[config.mk]
export PLATFORM = sky130hd
export DESIGN_NAME = path_tracer
export DESIGN_NICKNAME = d
export VERILOG_FILES = /design/src/rtl/path_tracer_pkg.sv /design/src/rtl/path_stack.sv /design/src/rtl/path_tracer.sv
export SDC_FILE = /design/constraint.sdc
export NUM_CORES = 1
export LEC_CHECK = 0
export CAP_MARGIN = 20
export CORE_ASPECT_RATIO = 0.9
export CORE_MARGIN = 2
export CORE_UTILIZATION = 45
export CTS_CLUSTER_DIAMETER = 80
export DETAILED_ROUTE_END_ITERATION = 7
export DONT_BUFFER_PORTS = 1
export SLEW_MARGIN = 10
export SYNTH_ARGS = -nofsm -noshare
export SYNTH_HDL_FRONTEND = slang
export SYNTH_SLANG_ARGS = --single-unit
[constraint.sdc]
create_clock -name clock -period 10.25 [get_ports clock]
set_input_delay 0.5125 -clock clock [delete_from_list [all_inputs] [get_ports clock]]
set_output_delay 0.5125 -clock clock [all_outputs]
set_load 0.03 [all_outputs]
[src/rtl/path_tracer_pkg.sv]
// Constants shared between the shortest-path solver, its table writer and the path tracer.
package path_tracer_pkg;

  localparam int DEFAULT_MAX_NODES   = 16;
  localparam int DEFAULT_INDEX_WIDTH = 8;
  localparam int DEFAULT_MADDR_WIDTH = 16;
  localparam int DEFAULT_MDATA_WIDTH = 32;

  // Predecessor-table marker for a node the solver never reached.
  localparam logic [DEFAULT_INDEX_WIDTH-1:0] NO_PREVIOUS_NODE = '1;

endpackage

[src/rtl/path_stack.sv]
// LIFO of node indices; clear and push in the same cycle leaves exactly the pushed entry.
module path_stack #(
  parameter int DEPTH       = 16,
  parameter int WIDTH       = 8,
  parameter int COUNT_WIDTH = $clog2(DEPTH + 1)
) (
  input  logic                   clock,
  input  logic                   reset,
  input  logic                   clear_i,
  input  logic                   push_i,
  input  logic [WIDTH-1:0]       push_dat_i,
  input  logic                   pop_i,
  output logic [WIDTH-1:0]       top_o,
  output logic [COUNT_WIDTH-1:0] count_o,
  output logic                   full_o,
  output logic                   empty_o
);

  localparam int AW = (DEPTH > 1) ? $clog2(DEPTH) : 1;

  logic [WIDTH-1:0]       mem_q [DEPTH];
  logic [COUNT_WIDTH-1:0] count_q, count_d;
  logic [AW-1:0]          wr_idx, top_idx;

  assign full_o  = (count_q == COUNT_WIDTH'(DEPTH));
  assign empty_o = (count_q == '0);
  assign count_o = count_q;
  assign wr_idx  = clear_i ? '0 : AW'(count_q);
  assign top_idx = AW'(count_q - COUNT_WIDTH'(1));
  assign top_o   = empty_o ? '0 : mem_q[top_idx];

  always_comb begin
    count_d = count_q;
    if (clear_i)                 count_d = push_i ? COUNT_WIDTH'(1) : '0;
    else if (push_i && !full_o)  count_d = count_q + COUNT_WIDTH'(1);
    else if (pop_i && !empty_o)  count_d = count_q - COUNT_WIDTH'(1);
  end

  always_ff @(posedge clock) begin
    if (reset) count_q <= '0;
    else       count_q <= count_d;
  end

  always_ff @(posedge clock) begin
    if (push_i && (clear_i || !full_o)) mem_q[wr_idx] <= push_dat_i;
  end

endmodule

[src/rtl/path_tracer.sv]
// Walks the solver's predecessor table from destination back to source, then streams the
// path source-first; any missing/out-of-range predecessor or cycle ends the trace in ERROR.
module path_tracer
  import path_tracer_pkg::*;
#(
  parameter int MAX_NODES   = DEFAULT_MAX_NODES,
  parameter int INDEX_WIDTH = DEFAULT_INDEX_WIDTH,
  parameter int MADDR_WIDTH = DEFAULT_MADDR_WIDTH,
  parameter int MDATA_WIDTH = DEFAULT_MDATA_WIDTH
) (
  input  logic                   clock,
  input  logic                   reset,
  input  logic                   start_i,
  input  logic [INDEX_WIDTH-1:0] source_i,
  input  logic [INDEX_WIDTH-1:0] destination_i,
  input  logic [INDEX_WIDTH-1:0] number_of_nodes_i,
  input  logic [MADDR_WIDTH-1:0] prev_base_address_i,
  output logic                   mem_read_enable_o,
  output logic [MADDR_WIDTH-1:0] mem_addr_o,
  input  logic [MDATA_WIDTH-1:0] mem_read_data_i,
  input  logic                   mem_read_ready_i,
  output logic                   path_valid_o,
  output logic [INDEX_WIDTH-1:0] path_node_o,
  output logic                   path_last_o,
  input  logic                   path_ready_i,
  output logic                   busy_o,
  output logic                   done_o,
  output logic                   error_o
);

  localparam int BYTES_PER_ENTRY = MDATA_WIDTH / 8;
  localparam int COUNT_WIDTH     = $clog2(MAX_NODES + 1);

  typedef enum logic [2:0] {IDLE, FETCH, CHECK, DRAIN, DONE, ERROR} state_t;

  state_t                 state_q;
  logic [INDEX_WIDTH-1:0] source_q, nodes_q, cur_q, p_q;
  logic [MADDR_WIDTH-1:0] base_q;
  logic                   busy_q, done_q, error_q;

  logic                   stk_clear, stk_push, stk_pop, stk_full, stk_empty;
  logic [INDEX_WIDTH-1:0] stk_push_dat, stk_top;
  logic [COUNT_WIDTH-1:0] stk_count;
  logic                   start_ok, check_fail;
  logic                   unused_data_bits;

  assign unused_data_bits = ^mem_read_data_i[MDATA_WIDTH-1:INDEX_WIDTH] ^ stk_empty;

  assign start_ok   = start_i && (state_q == IDLE || state_q == DONE || state_q == ERROR);
  // Count reaching the node count means the walk revisited a node.
  assign check_fail = (p_q == INDEX_WIDTH'(NO_PREVIOUS_NODE)) || (p_q >= nodes_q) ||
                      (int'(stk_count) == int'(nodes_q)) || stk_full;

  always_comb begin
    stk_clear    = start_ok;
    stk_push     = 1'b0;
    stk_push_dat = p_q;
    stk_pop      = 1'b0;
    if (start_ok) begin
      stk_push     = 1'b1;
      stk_push_dat = destination_i;
    end else if (state_q == CHECK && !check_fail) begin
      stk_push = 1'b1;
    end else if (state_q == DRAIN && path_ready_i) begin
      stk_pop = 1'b1;
    end
  end

  path_stack #(.DEPTH(MAX_NODES), .WIDTH(INDEX_WIDTH), .COUNT_WIDTH(COUNT_WIDTH)) u_stack (
    .clock      (clock),
    .reset      (reset),
    .clear_i    (stk_clear),
    .push_i     (stk_push),
    .push_dat_i (stk_push_dat),
    .pop_i      (stk_pop),
    .top_o      (stk_top),
    .count_o    (stk_count),
    .full_o     (stk_full),
    .empty_o    (stk_empty)
  );

  always_ff @(posedge clock) begin
    if (reset) begin
      state_q  <= IDLE;
      source_q <= '0;
      nodes_q  <= '0;
      cur_q    <= '0;
      p_q      <= '0;
      base_q   <= '0;
      busy_q   <= 1'b0;
      done_q   <= 1'b0;
      error_q  <= 1'b0;
    end else begin
      case (state_q)
        IDLE, DONE, ERROR: begin
          if (start_ok) begin
            source_q <= source_i;
            nodes_q  <= number_of_nodes_i;
            base_q   <= prev_base_address_i;
            cur_q    <= destination_i;
            busy_q   <= 1'b1;
            done_q   <= 1'b0;
            error_q  <= 1'b0;
            state_q  <= (destination_i == source_i) ? DRAIN : FETCH;
          end
        end
        FETCH: begin
          if (mem_read_ready_i) begin
            p_q     <= mem_read_data_i[INDEX_WIDTH-1:0];
            state_q <= CHECK;
          end
        end
        CHECK: begin
          if (check_fail) begin
            busy_q  <= 1'b0;
            done_q  <= 1'b1;
            error_q <= 1'b1;
            state_q <= ERROR;
          end else if (p_q == source_q) begin
            state_q <= DRAIN;
          end else begin
            cur_q   <= p_q;
            state_q <= FETCH;
          end
        end
        DRAIN: begin
          if (path_ready_i && stk_count == COUNT_WIDTH'(1)) begin
            busy_q  <= 1'b0;
            done_q  <= 1'b1;
            state_q <= DONE;
          end
        end
        default: state_q <= IDLE;
      endcase
    end
  end

  assign mem_read_enable_o = (state_q == FETCH);
  assign mem_addr_o        = mem_read_enable_o ?
                             base_q + MADDR_WIDTH'(cur_q) * MADDR_WIDTH'(BYTES_PER_ENTRY) : '0;
  assign path_valid_o      = (state_q == DRAIN);
  assign path_node_o       = path_valid_o ? stk_top : '0;
  assign path_last_o       = path_valid_o && (stk_count == COUNT_WIDTH'(1));
  assign busy_o            = busy_q;
  assign done_o            = done_q;
  assign error_o           = error_q;

endmodule
==> impl_metrics.csv <==
group,metric,value,unit
setup_path,cp_cell_sequence,"inv_1 > ha_2 > mux4_2 > nor2b_1 > a211oi_1 > a211oi_1",
setup_path,cp-end-kind,"primary output",
routing,routed-wl-met2,8930,um
timing,hold_viol,0,
yosys,synth-seq-cells,187,
routing,antenna_left,0,
floorplan,core_region_area,0.0185,sq mm
placement,placed_cells,915,
clock_tree,cts_tree,"built",
clock_tree,clk_pin_slew,0.06,ns
min_path,hold_start,"reset",
min_path,min_path_cells,1,
floorplan,die_w,149,um
setup_path,rr_worst_depth,9,
routing,drt-initial-drc-count,370,
placement,routabilityCongestion,0.869,
grt,grt_pass1_wl,28900,um
pwr,peakVddDrop,130,uV
setup_path,r2r_slack,7.19,ns
grt,grt.overflow.total,0,
timing,fin_setup_tns,0,ns
min_path,min_to,"nodes_q[2]$_SDFFE_PP0P_",
setup_path,worst_r2r_endpoint,"cur_q[0]$_SDFFE_PP0P_",
timing,slew_headroom,23.4,%
timing,period_needed,4.19,ns
yosys,yosys_warnings,0,
floorplan,io_pins,107,
setup_path,crit_slowest_cell,"ha_2",
min_path,hold_class,"in2reg",
placement,post-dp-hpwl,12600,um
yosys,ys_types,53,
final_layout,layoutNonFillerInstCount,947,
floorplan,die_h,134,um
grt,antenna_found_initial,0,
yosys,syn-instance-count,685,
clock_tree,root_buffer,"clkbuf_16",
grt,grt_pass1_vias,5334,
yosys,synthArstFlopShare,0,%
final_layout,num-nets-final,786,
setup_path,worstReg2RegStart,"u_stack.count_o[1]$_SDFFE_PP0P_",
clock_tree,htree_levels,4,
timing,max_freq,238,MHz
grt,track_usage,19.2,%
floorplan,dieArea,0.0200,sq mm
run_status,status,"finished, final reports clean",
placement,dp_slack,6.50,ns
yosys,synth_area,0.00851,sq mm
pwr,power.leakage,3.28,nW
final_layout,antenna_cells,0,
clock_tree,cts_made_buffers,17,
timing,tightest_slew,1.14,ns
final_layout,areaGrowthSynthToFinish,11.4,%
routing,drt_wl_total,18800,um
setup_path,startpoint_type,"flip-flop",
routing,routedWlPerCell,19.8,um
setup_path,cp-startpoint,"u_stack.count_o[1]$_SDFFE_PP0P_",
yosys,synth-main-ff-cell,"edfxtp_1",
grt,grt_max_degree,61,
clock_tree,hold_buffers,0,
timing,setup_ws,6.06,ns
floorplan,start_util,46.1,%
routing,wl_met3,1190,um
clock_tree,cts.path.max_buffers,2,
setup_path,crit_required,9.74,ns
setup_path,arrival,3.68,ns
run,drv_cap,0,
routing,viasPerCell,5.69,
setup_path,cp_max_fo,34,
routing,dr.pass1.iters,5,
clock_tree,insertion_delay,0.44,ns
placement,numPortBuffers,0,
routing,vias,5392,
routing,drc_errors,0,
final_layout,drive_gt1_share,14.8,%
clock_tree,cts_setup_buffers,0,
setup_path,cp_top_family,"compound AO/OA/AOI/OAI gates",
setup_path,critPathMaxStageDelay,0.96,ns
timing,finalMaxSlewViolations,0,
setup_path,crit_type,"reg2out",
yosys,ys_seq_area_share,59.1,%
yosys,synth_fp_nets,782,
routing,top_layer,"met4",
clock_tree,post_cts_resized,0,
routing,drt-met1-wl,8280,um
setup_path,critPathMostFrequentCell,"a211oi_1",
floorplan,placementRows,47,
timing,skew,0.0102,ns
timing,final_min_period_over_clock_period,40.9,%
setup_path,critPathBufInv,1,
pwr,powerDensity,193,mW/mm^2
timing,setup_viol,0,
timing,rsz0062_at_grt,"no",
yosys,avgSynthCellArea,12.4,sq um
yosys,synth_edf_count,128,
clock_tree,cts.sinks,187,
state kept, by name, summed over array words and instances, names as in the netlist:
register         cells
nodes_q              8
done_o               1
base_q              16
cur_q                8
state_q              3
p_q                  8
u_stack.count_o      5
error_o              1
u_stack.mem_q      128
busy_o               1
source_q             8
synthesized netlist by cell type, types with 3 or more instances:
| library cell | instances | share of area (%) |
|---|---|---|
| nor4_1 | 11 | 0.81 |
| nor2b_1 | 12 | 0.88 |
| buf_1 | 4 | 0.18 |
| a21o_1 | 5 | 0.44 |
| a21oi_1 | 55 | 3.2 |
| nor3_1 | 15 | 0.88 |
| o21ai_0 | 9 | 0.53 |
| and2_1 | 7 | 0.51 |
| dfxtp_1 | 59 | 14 |
| a31o_2 | 4 | 0.41 |
| ha_1 | 19 | 2.8 |
| buf_2 | 7 | 0.41 |
| nor2_1 | 33 | 1.5 |
| mux2i_1 | 18 | 2.1 |
| mux4_2 | 32 | 8.5 |
| edfxtp_1 | 128 | 45 |
| xnor2_1 | 13 | 1.3 |
| nand2b_1 | 4 | 0.29 |
| nand2_1 | 120 | 5.3 |
| nand4_1 | 5 | 0.37 |
| or3_1 | 3 | 0.22 |
| nand3_1 | 3 | 0.18 |
| clkbuf_1 | 23 | 1.0 |
| inv_1 | 14 | 0.62 |
| a211oi_1 | 26 | 2.3 |
| xor2_1 | 20 | 2.1 |
how the worst max path moves through the flow:
stage / endpoint / slack (ns) / cells after the start
finish: path_node_o[5] / 6.06 / 6
global route: path_node_o[5] / 5.89 / 6
CTS: path_node_o[5] / 6.04 / 6
detailed placement: path_node_o[5] / 6.50 / 6
global placement: path_node_o[1] / 6.53 / 6
floorplan: path_node_o[4] / 6.27 / 11
metal layers:
layer  GRT usage, %  up-vias
met3           5.37       24
met1           25.8     2670
met5              0        -
li1               -     2540
met2           30.6      158
met4           6.14        0
cells by family after synthesis:
logic type	after synthesis	synth area share, %
simple gates	223	11.9
flops	187	59.1
compound gates	119	9.35
buf+inv	53	2.71
mux	50	10.6
xor+xnor	33	3.40
fa+ha+maj	20	3.03
cell usage in the layout (no fill, tap or decap), drive strengths merged, types with 20 or more instances in the layout:
| cell | n |
|---|---|
| buf | 23 |
| mux4 | 32 |
| nand2 | 122 |
| edfxtp | 128 |
| nor2 | 33 |
| xor2 | 20 |
| a211oi | 30 |
| a21oi | 55 |
| inv | 21 |
| dfxtp | 59 |
where the power goes:
| part | total [W] | switching, W | internal [W] |
|---|---|---|---|
| Combinational | 0.000250 | 0.000156 | 0.0000938 |
| Clock | 0.000718 | 0.000299 | 0.000418 |
| Sequential | 0.000860 | 0.0000213 | 0.000839 |
stage by stage:
step | hold slack, ns | cell area [sq um] | utilization [%] | power [W]
floorplan | 0.432 | 8510 | - | 0.00107
global placement | 0.432 | 8830 | 47.8 | 0.00112
detailed placement | 0.450 | 8830 | 47.8 | 0.00113
CTS | 0.124 | 9480 | 51.3 | 0.00184
global route | 0.124 | 9480 | 51.3 | 0.00189
finish | 0.141 | 9480 | 51.3 | 0.00183
final cells by class:
class	instances	area, sq um
Fill cell	1595	8990
Sequential cell	187	5030
Multi-Input combinational cell	445	3260
Clock buffer	17	425
Tap cell	245	307
Clock inverter	15	226
Timing Repair Buffer	23	173
Inverter	15	56.3
worst reg2reg max path: stages, from the launching register on:
cell and delay, ns:
dfxtp_1 0.58, inv_1 0.19, ha_2 0.26, nand4bb_1 0.22
o211ai_2 0.15, a211oi_4 0.38, nand2_2 0.14, a211oi_4 0.64
nor2_1 0.11, a211oi_1 0.29
No activity file was read; power rests on OpenSTA's default activity.
